**config.mk**
```make
export PLATFORM = sky130hd
export DESIGN_NAME = alu_mul_seq
export DESIGN_NICKNAME = d
export VERILOG_FILES = /design/src/rtl/alu_mul_seq.sv
export SDC_FILE = /design/constraint.sdc
export NUM_CORES = 1
export LEC_CHECK = 0
export CAP_MARGIN = 20
export CORE_ASPECT_RATIO = 1.25
export CORE_MARGIN = 2
export CORE_UTILIZATION = 47
export DETAILED_ROUTE_END_ITERATION = 12
export HOLD_SLACK_MARGIN = 0.12
export PLACE_DENSITY_LB_ADDON = 0.12
export SYNTH_ARGS = -nofsm -noshare
export SYNTH_HDL_FRONTEND = slang
export SYNTH_SLANG_ARGS = --single-unit
```
**constraint.sdc**
```tcl
create_clock -name clk -period 1.55 [get_ports clk]
set_input_delay 0.155 -clock clk [delete_from_list [all_inputs] [get_ports clk]]
set_output_delay 0.155 -clock clk [all_outputs]
set_load 0.1 [all_outputs]
```
**src/rtl/alu_mul_seq.sv**
```systemverilog
`default_nettype none
// ============================================================================
// Module      : alu_mul_seq
// Description : Shift-and-add multiplier sequencer that borrows the shared
//               ALU (ADD/LSL/LSR) to form a*b mod 2^WIDTH.
// Revision    : 1.0 - initial release
// ============================================================================
module alu_mul_seq #(
    parameter int         WIDTH  = 8,
    parameter logic [4:0] OP_ADD = 5'b00100,
    parameter logic [4:0] OP_LSL = 5'b10000,
    parameter logic [4:0] OP_LSR = 5'b10001,
    parameter logic [4:0] OP_NOP = 5'b00000
) (
    input  logic             clk,
    input  logic             rst_n,
    input  logic             start,
    input  logic [WIDTH-1:0] a,
    input  logic [WIDTH-1:0] b,
    output logic             ready,
    output logic             done,
    output logic [WIDTH-1:0] product,
    output logic [WIDTH-1:0] alu_in1,
    output logic [WIDTH-1:0] alu_in2,
    output logic [4:0]       alu_op,
    input  logic [WIDTH-1:0] alu_out
);

    typedef enum logic [2:0] {
        S_IDLE  = 3'd0,
        S_CHECK = 3'd1,
        S_ADD   = 3'd2,
        S_SHL   = 3'd3,
        S_SHR   = 3'd4,
        S_DONE  = 3'd5
    } state_t;

    localparam logic [WIDTH-1:0] c_one  = WIDTH'(1);
    localparam logic [WIDTH-1:0] c_zero = '0;

    state_t           r_state;
    state_t           w_state_nxt;
    logic [WIDTH-1:0] r_acc;
    logic [WIDTH-1:0] r_mcand;
    logic [WIDTH-1:0] r_mplier;
    logic [WIDTH-1:0] r_product;

    // Datapath registers only load from alu_out in the state that owns them.
    always_ff @(posedge clk) begin
        if (!rst_n) begin
            r_state   <= S_IDLE;
            r_acc     <= c_zero;
            r_mcand   <= c_zero;
            r_mplier  <= c_zero;
            r_product <= c_zero;
        end else begin
            r_state <= w_state_nxt;
            case (r_state)
                S_IDLE: begin
                    if (start) begin
                        r_mcand  <= a;
                        r_mplier <= b;
                        r_acc    <= c_zero;
                    end
                end
                S_CHECK: begin
                    if (r_mplier == c_zero) begin
                        r_product <= r_acc;
                    end
                end
                S_ADD:   r_acc    <= alu_out;
                S_SHL:   r_mcand  <= alu_out;
                S_SHR:   r_mplier <= alu_out;
                default: ;
            endcase
        end
    end

    always_comb begin
        w_state_nxt = r_state;
        ready       = 1'b0;
        done        = 1'b0;
        alu_op      = OP_NOP;
        alu_in1     = c_zero;
        alu_in2     = c_zero;
        case (r_state)
            S_IDLE: begin
                ready = 1'b1;
                if (start) begin
                    w_state_nxt = S_CHECK;
                end
            end
            S_CHECK: begin
                // Multiplier drains to zero after at most WIDTH shifts.
                if (r_mplier == c_zero) begin
                    w_state_nxt = S_DONE;
                end else if (r_mplier[0]) begin
                    w_state_nxt = S_ADD;
                end else begin
                    w_state_nxt = S_SHL;
                end
            end
            S_ADD: begin
                alu_op      = OP_ADD;
                alu_in1     = r_acc;
                alu_in2     = r_mcand;
                w_state_nxt = S_SHL;
            end
            S_SHL: begin
                alu_op      = OP_LSL;
                alu_in1     = r_mcand;
                alu_in2     = c_one;
                w_state_nxt = S_SHR;
            end
            S_SHR: begin
                alu_op      = OP_LSR;
                alu_in1     = r_mplier;
                alu_in2     = c_one;
                w_state_nxt = S_CHECK;
            end
            S_DONE: begin
                done        = 1'b1;
                w_state_nxt = S_IDLE;
            end
            default: w_state_nxt = S_IDLE;
        endcase
    end

    assign product = r_product;

endmodule
`default_nettype wire

```
## Yosys cells after proc, flatten, opt, wreduce, memory -nomap -nowiden

Cells that the tools add are included.

- Flip-flop bits (word level): 35

- Equality and inequality tests: 6
- Muxes and demuxes: 15
- Reductions and logical operators: 10

Operator list:

| operator | count |
|---|---|
| one-hot mux 8 bit (2 select lines) | 4 |
| 2-to-1 mux 8 bit | 3 |
| one-hot mux 8 bit (3 select lines) | 1 |
| one-hot mux 3 bit (5 select lines) | 1 |
| one-hot mux 5 bit (3 select lines) | 1 |
| logical NOT 8 bit | 1 |
| AND reduction 2 bit | 4 |
| == test 3 x 2 -> 1 bit, second input constant | 2 |
| == test 3 bit, second input constant | 2 |
| 2-to-1 mux 3 bit | 2 |
| nonzero test 2 bit | 3 |
| == test 3 x 1 -> 1 bit, second input constant | 1 |
| logical NOT 3 bit | 1 |
| 2-to-1 mux 1 bit | 3 |
| inequality test 2 bit, second input constant | 1 |
| OR reduction 2 bit | 1 |

## Logic depth before layout (Yosys ltp)

Gate-level depths: netlist of run 1.

- Depth in word-level cells: 3
- Depth in mapped cells: 6

## Worst setup path after synthesis of run 1

No wires, ideal clock.

- Path kind: reg2out
- Start point: register r_state[2]
- End point: output alu_in1[0]
- Slack: -1.078 ns
- Data arrival time: 2.473 ns
- Cell stages (with the launch flop): 7
- Data required time: 1.395 ns
- Cell sequence: dfxtp_1 -> buf_4 -> buf_2 -> buf_2 -> nand2_1 -> clkinv_1 -> o2bb2ai_1

- Cells in the longest elaborated chain, start to end: 2
- Elaborated cells between the ends (all ways): 4
- Classes of those cells: 3 x eq/ne; 1 x mux

RTL lines:

| item | line | source |
|---|---|---|
| start: declaration | 41 | `state_t r_state;` |
| start signal: assignment | 57 | `r_state <= w_state_nxt;` |
| == test 3 bit or == test 3 x 2 -> 1 bit (tied branches) | 86 | `case (r_state)` |
| one-hot mux 8 bit (3 select lines) * | 86 |  |
| end: declaration | 23 | `output logic [WIDTH-1:0] alu_in1,` |

Mark *: on every way between the ends. The rest lies on a longest branch, timed or not.

## Worst setup path after layout of run 1

- Start point: register r_state[2]
- End point: register r_product[3] (netlist: product[3])

- Cells in the longest elaborated chain, start to end: 2

RTL lines:

| item | line | source |
|---|---|---|
| == test 3 x 1 -> 1 bit | 58 | `case (r_state)` |
| AND reduction 2 bit (no source line) | -- |  |
| end signal: assignment | 55 | `r_product <= c_zero;` |
| end signal: assignment | 68 | `r_product <= r_acc;` |
| end: declaration | 46 | `logic [WIDTH-1:0] r_product;` |

No other way between the ends.
A chain may end at the register's enable or synchronous reset.

==> results.toml, run 1 <==
[worst_hold_path]
holdPathStages = 3
hold_class = "in -> reg"
hp-start = "a[6]"
worstHoldEndpoint = "r_mcand[6]$_SDFFE_PN0P_"

[timing]
setup_ws_ns = -0.215
skew_ns = 0.00968
setup-tns-final_ns = -2.74
rsz0062_at_grt = "yes"
finalHoldViolations = 0
finalSetupViolations = 32
timing.final.crit_share_pct = 114
drv_slew = 0
min_period_ns = 1.77
max_freq_ghz = 0.566

[die]
die_area_mm2 = 0.00472
num_rows = 26
core_area_mm2 = 0.00407
die_height_um = 76.3
pin_count = 58
die_x_um = 61.8
start_util_pct = 48.3

[logic_synthesis]
yosysTopAreaCell = "dfxtp_1"
synth_area_per_cell_um2 = 8.77
syn-cell-area_mm2 = 0.00196
synth_most_common_cell = "nand2_1"
async_flop_share_pct = 0
synth_enable_flop_cells = 0
ys_top_cells_by_count = "42 x nand2_1, 35 x dfxtp_1, 16 x mux2i_1, 12 x buf_2, 10 x o21ai_0"
synth_cell_types = 38
synth-seq-cells = 35
yosys_warnings = 0
ys.flop_type = "dfxtp_1"
synth.area.top_cells = "dfxtp_1 36%, mux2i_1 8.2%, nand2_1 8.0%"
ys_seq_area_share_pct = 35.7
netlist_instances = 224
synth.top_cell.area_share_pct = 35.7

[route]
routedWlPerCell_um = 22.9
drt_drc_violations_left = 0
ant_nets = 0
drt_iter0_markers = 214
first_pass_iters = 4
vias_per_cell = 6.20
route.final.wire_length_um = 8440
vias = 2288

[critical_path]
rr_worst_depth = 5
critPathKind = "reg -> reg"
worstPathArrival_ns = 1.97
regToRegEndpoint = "product[3]$_SDFFE_PN0P_"
cp_data_required_time_ns = 1.75
cp_max_fo = 9
startpoint = "r_state[2]$_SDFFE_PN0P_"
endpoint_kind = "register"
rrSetupSlack_ns = -0.22
crit_path_start_kind = "register"
rr_startpoint = "r_state[2]$_SDFFE_PN0P_"

[power]
p_total_mw = 3.55
powerDensity_mw_per_mm2 = 961
p_leak_nw = 1.47
peakVddDrop_mv = 0.677

[final_layout]
finalNetCount = 339
multi_input_area_mm2 = 0.00142
fillCellCount = 149
final_layout_size_suffix_gt1_share_pct = 41.9
seq_area_um2 = 712
syn_to_final_growth_pct = 88.0
num_antenna_cells = 0
postLayoutCellArea_mm2 = 0.00369

[clock_network]
root_buffer = "clkbuf_8"
cts_buffers = 5
htree_levels = 2
hold_buffers = 0
cts_tree = "done"
cts.sinks = 35
cts_buffer_depth = 2
clock_latency_ns = 0.29
path_clk_slew_ns = 0.08

[run]
max_cap_violations = 0

[run_status]
status = "complete, but fails checks"
violations = "setup timing"

[global_routing]
grt_pass1_wl_um = 10500
first_global_vias = 2162
grt_util_all_layers_pct = 29.7
grt-ovfl-total = 0
antenna_found_initial = 0
grt_max_degree = 33

[place]
gp_congestion = 0.878
hpwlAfterDp_um = 4470
dpl_cell_area_mm2 = 0.00324
io_buffers = 55
==> metrics by stage <==
step | cells | worst slack, ns | hold WS, ns | util (%)
global placement | 344 | 0.0264 | 0.464 | 79.8
finish | 369 | -0.215 | 0.443 | 90.8
CTS | 358 | -0.102 | 0.424 | 85.5
floorplan | 225 | -0.0819 | 0.290 | -
global route | 369 | -0.223 | 0.460 | 90.8
detailed placement | 344 | -0.0122 | 0.478 | 79.8
==> critical path: stages (launching register included) <==
cell and delay, ns:
dfxtp_4 0.40, buf_12 0.14, nor3b_1 0.33, nor3b_2 0.32
buf_6 0.22, mux2i_1 0.25
==> sequential cells by signal, summed over array words and instances (netlist names) <==
signal / flops
product: 8
r_state: 3
r_acc: 8
r_mplier: 8
r_mcand: 8
==> area by class of cell <==
type	count	area share, %
clock inverter	3	1.19
inverter	10	1.36
multi-input combinational	157	38.5
sequential	35	19.3
timing repair buffer	102	35.6
tap	56	1.90
clock buffer	5	1.86
timing repair inverter	1	0.237
==> metal layers <==
layer | track usage [%] | vias up | wire length, um
met3 | 6.11 | 45 | 639
met5 | 0 | - | 0
li1 | - | 976 | -
met1 | 36.2 | 1091 | 3000
met4 | 11.9 | 0 | 455
met2 | 49.1 | 176 | 4340
==> power breakdown <==
| part | total, mW | switching (mW) | internal, mW | leakage, nW |
|---|---|---|---|---|
| clock network | 0.841 | 0.362 | 0.479 | 0.0581 |
| registers | 1.12 | 0.127 | 0.993 | 0.288 |
| logic | 1.59 | 0.867 | 0.723 | 1.12 |
==> layout by cell type (no fill, tap or decap), types with 6 or more instances in the layout <==
master	instances
nand4bb_1	8
a31oi_1	8
clkdlybuf4s50_1	26
a21boi_0	7
dfxtp_1	32
buf_12	34
nand2_1	40
o21ai_0	10
and2_4	8
o211a_1	8
o2111ai_1	8
inv_1	9
mux2i_1	10
o2bb2ai_4	8
buf_6	9
buf_4	29
o31ai_1	6
==> worst max-delay path by stage <==
stage                                          to  slack, ns  cells after the start
final                     product[3]$_SDFFE_PN0P_      -0.22                      5
after floorplan                        alu_in2[1]      -0.08                      5
after global placement    r_mcand[6]$_SDFFE_PN0P_       0.03                      5
after CTS                              alu_in2[3]      -0.10                      5
after global routing      product[3]$_SDFFE_PN0P_      -0.22                      5
after detailed placement  product[6]$_SDFFE_PN0P_      -0.01                      4
==> cell families (layout without fill, tap and decap cells) <==
group,count (synthesis),after routing,share of synthesized area [%]
multiplexers,16,16,8.15
flip-flops,35,35,35.7
AND/OR/NAND/NOR,76,76,23.1
other,1,2,0.191
buffers and inverters,33,121,8.22
AO/OA/AOI/OAI,63,63,24.7
==> timing repair <==
action                     4_1_cts  5_1_grt
setup endpoints to repair       26       41
resized for setup               16       26
pin swaps                        1        7
setup buffers                    5       11
gates cloned                     1        1
No activity file was read; power rests on OpenSTA's default activity.
==> run 2: changes to the inputs <==
--- a/config.mk
+++ b/config.mk
@@ -5,7 +5,7 @@
 export SDC_FILE = /design/constraint.sdc
 export NUM_CORES = 1
 export LEC_CHECK = 0
-export CAP_MARGIN = 20
+export CAP_MARGIN = 25
 export CORE_ASPECT_RATIO = 1.25
 export CORE_MARGIN = 2
 export CORE_UTILIZATION = 47
==> constraint.sdc (replaced) <==
create_clock -name clk -period 1.55 [get_ports clk]
set_input_delay 0.155 -clock clk [delete_from_list [all_inputs] [get_ports clk]]
set_output_delay 0.155 -clock clk [all_outputs]
set_load 0.05 [all_outputs]
==> results.toml, run 2 (synthesized netlist as in run 1, its figures left out) <==
[route]
drt_iter0_markers = 77
route.final.wire_length_um = 5580
ant_nets = 0
drt_drc_violations_left = 0
routedWlPerCell_um = 15.9
vias = 1911
vias_per_cell = 5.43
first_pass_iters = 4

[power]
peakVddDrop_mv = 0.645
p_leak_nw = 1.28
powerDensity_mw_per_mm2 = 911

[global_routing]
grt-ovfl-total = 0
grt_pass1_wl_um = 9190
first_global_vias = 1877
grt_max_degree = 31
grt_util_all_layers_pct = 25.6
antenna_found_initial = 0

[worst_hold_path]
worstHoldEndpoint = "r_mcand[2]$_SDFFE_PN0P_"
hp-start = "a[2]"
holdPathStages = 3
hold_class = "in -> reg"

[run]
max_cap_violations = 0

[run_status]
violations = "setup timing"
status = "complete, but fails checks"

[timing]
max_freq_ghz = 0.621
finalHoldViolations = 0
finalSetupViolations = 13
timing.final.crit_share_pct = 104
holdWs_ns = 0.445
skew_ns = 0.00331
drv_slew = 0
min_period_ns = 1.61
rsz0062_at_grt = "yes"
setup_ws_ns = -0.0612

[die]
die_x_um = 61.8
pin_count = 58
die_area_mm2 = 0.00472
num_rows = 26
start_util_pct = 48.3
core_area_mm2 = 0.00407
die_height_um = 76.3

[clock_network]
cts_tree = "done"
hold_buffers = 0
cts_buffers = 5
htree_levels = 2
path_clk_slew_ns = 0.07
root_buffer = "clkbuf_8"
cts.sinks = 35
cts_buffer_depth = 2
clock_latency_ns = 0.28

[critical_path]
critPathSlowestCell = "dfxtp_4"
crit_path_start_kind = "register"
rr_startpoint = "r_mplier[4]$_SDFFE_PN0P_"
endpoint_kind = "primary output"
critPathKind = "reg -> out"
path_cells = "buf_8, nor3b_4, buf_6, and2_4, buf_12"
crit_family = "buffers and inverters"
rr_worst_depth = 4
cp_num_buf_inv = 3
startpoint = "r_state[0]$_SDFFE_PN0P_"
cp_data_required_time_ns = 1.39
cp_slowest_stage_delay_ns = 0.37
cp_max_fo = 8
worstPathArrival_ns = 1.46
rrSetupSlack_ns = 0.01
regToRegEndpoint = "product[7]$_SDFFE_PN0P_"

[place]
io_buffers = 55
dpl_cell_area_mm2 = 0.00294
gp_congestion = 0.871
hpwlAfterDp_um = 4130

[final_layout]
final_cell_mix = "41 x nand2_1, 40 x buf_4, 32 x dfxtp_1"
finalNetCount = 323
postLayoutCellArea_mm2 = 0.00319
num_antenna_cells = 0
final_common_cell = "nand2_1"
final_layout_size_suffix_gt1_share_pct = 36.1
syn_to_final_growth_pct = 62.2
## run 2: final cells by class
type / instances / area, um2
clock buffers: 6 / 82.6
clock inverters: 1 / 5.00
fillers: 272 / 881
inverters: 10 / 50.0
multi-input cells: 157 / 1360
flip-flops and latches: 35 / 709
well taps: 56 / 70.1
repair buffers: 87 / 906
## run 2: report_power, final
part | internal (mW) | switching, mW
registers | 0.995 | 0.107
clock network | 0.348 | 0.316
logic | 0.547 | 0.590
total | 1.89 | 1.01
## run 2: repair_timing
item                       CTS  global route
resized for setup           23            13
setup buffers                3             0
pin swaps                    1             1
cloned                       0             0
setup endpoints to repair   23            25
## run 2: tightest hold or removal path: stages
cell and delay (ns):
clkdlybuf4s50_1 0.40, nand2_1 0.06, a31oi_1 0.07
## run 2: worst max path at each step
stage	endpoint	slack (ns)	cells after the start
6_report	alu_in2[2]	-0.06	5
3_5_place_dp	product[7]$_SDFFE_PN0P_	0.006	4
4_1_cts	alu_in2[2]	-0.1	5
3_3_place_gp	r_mplier[7]$_SDFFE_PN0P_	0.04	4
2_1_floorplan	alu_in2[2]	-0.05	5
5_1_grt	alu_in2[7]	-0.12	5
## run 2: per-layer routing
layer	GRT usage, %	share of wire [%]
met2	41.8	51
met3	4.24	3.7
met5	0	0
met4	5.11	1.0
met1	34.9	44
## run 2: through the flow
step / setup slack, ns / std cells / power (mW) / util [%] / setup TNS (ns)
3_3_place_gp: 0.0424 / 342 / 2.12 / 72.3 / 0
6_report: -0.0612 / 352 / 2.90 / 78.3 / -0.483
3_5_place_dp: 0.00617 / 342 / 2.13 / 72.3 / 0
4_1_cts: -0.0998 / 352 / 2.88 / 77.5 / -1.15
5_1_grt: -0.118 / 352 / 3.03 / 78.3 / -1.51
2_1_floorplan: -0.0545 / 225 / 1.75 / - / -0.327
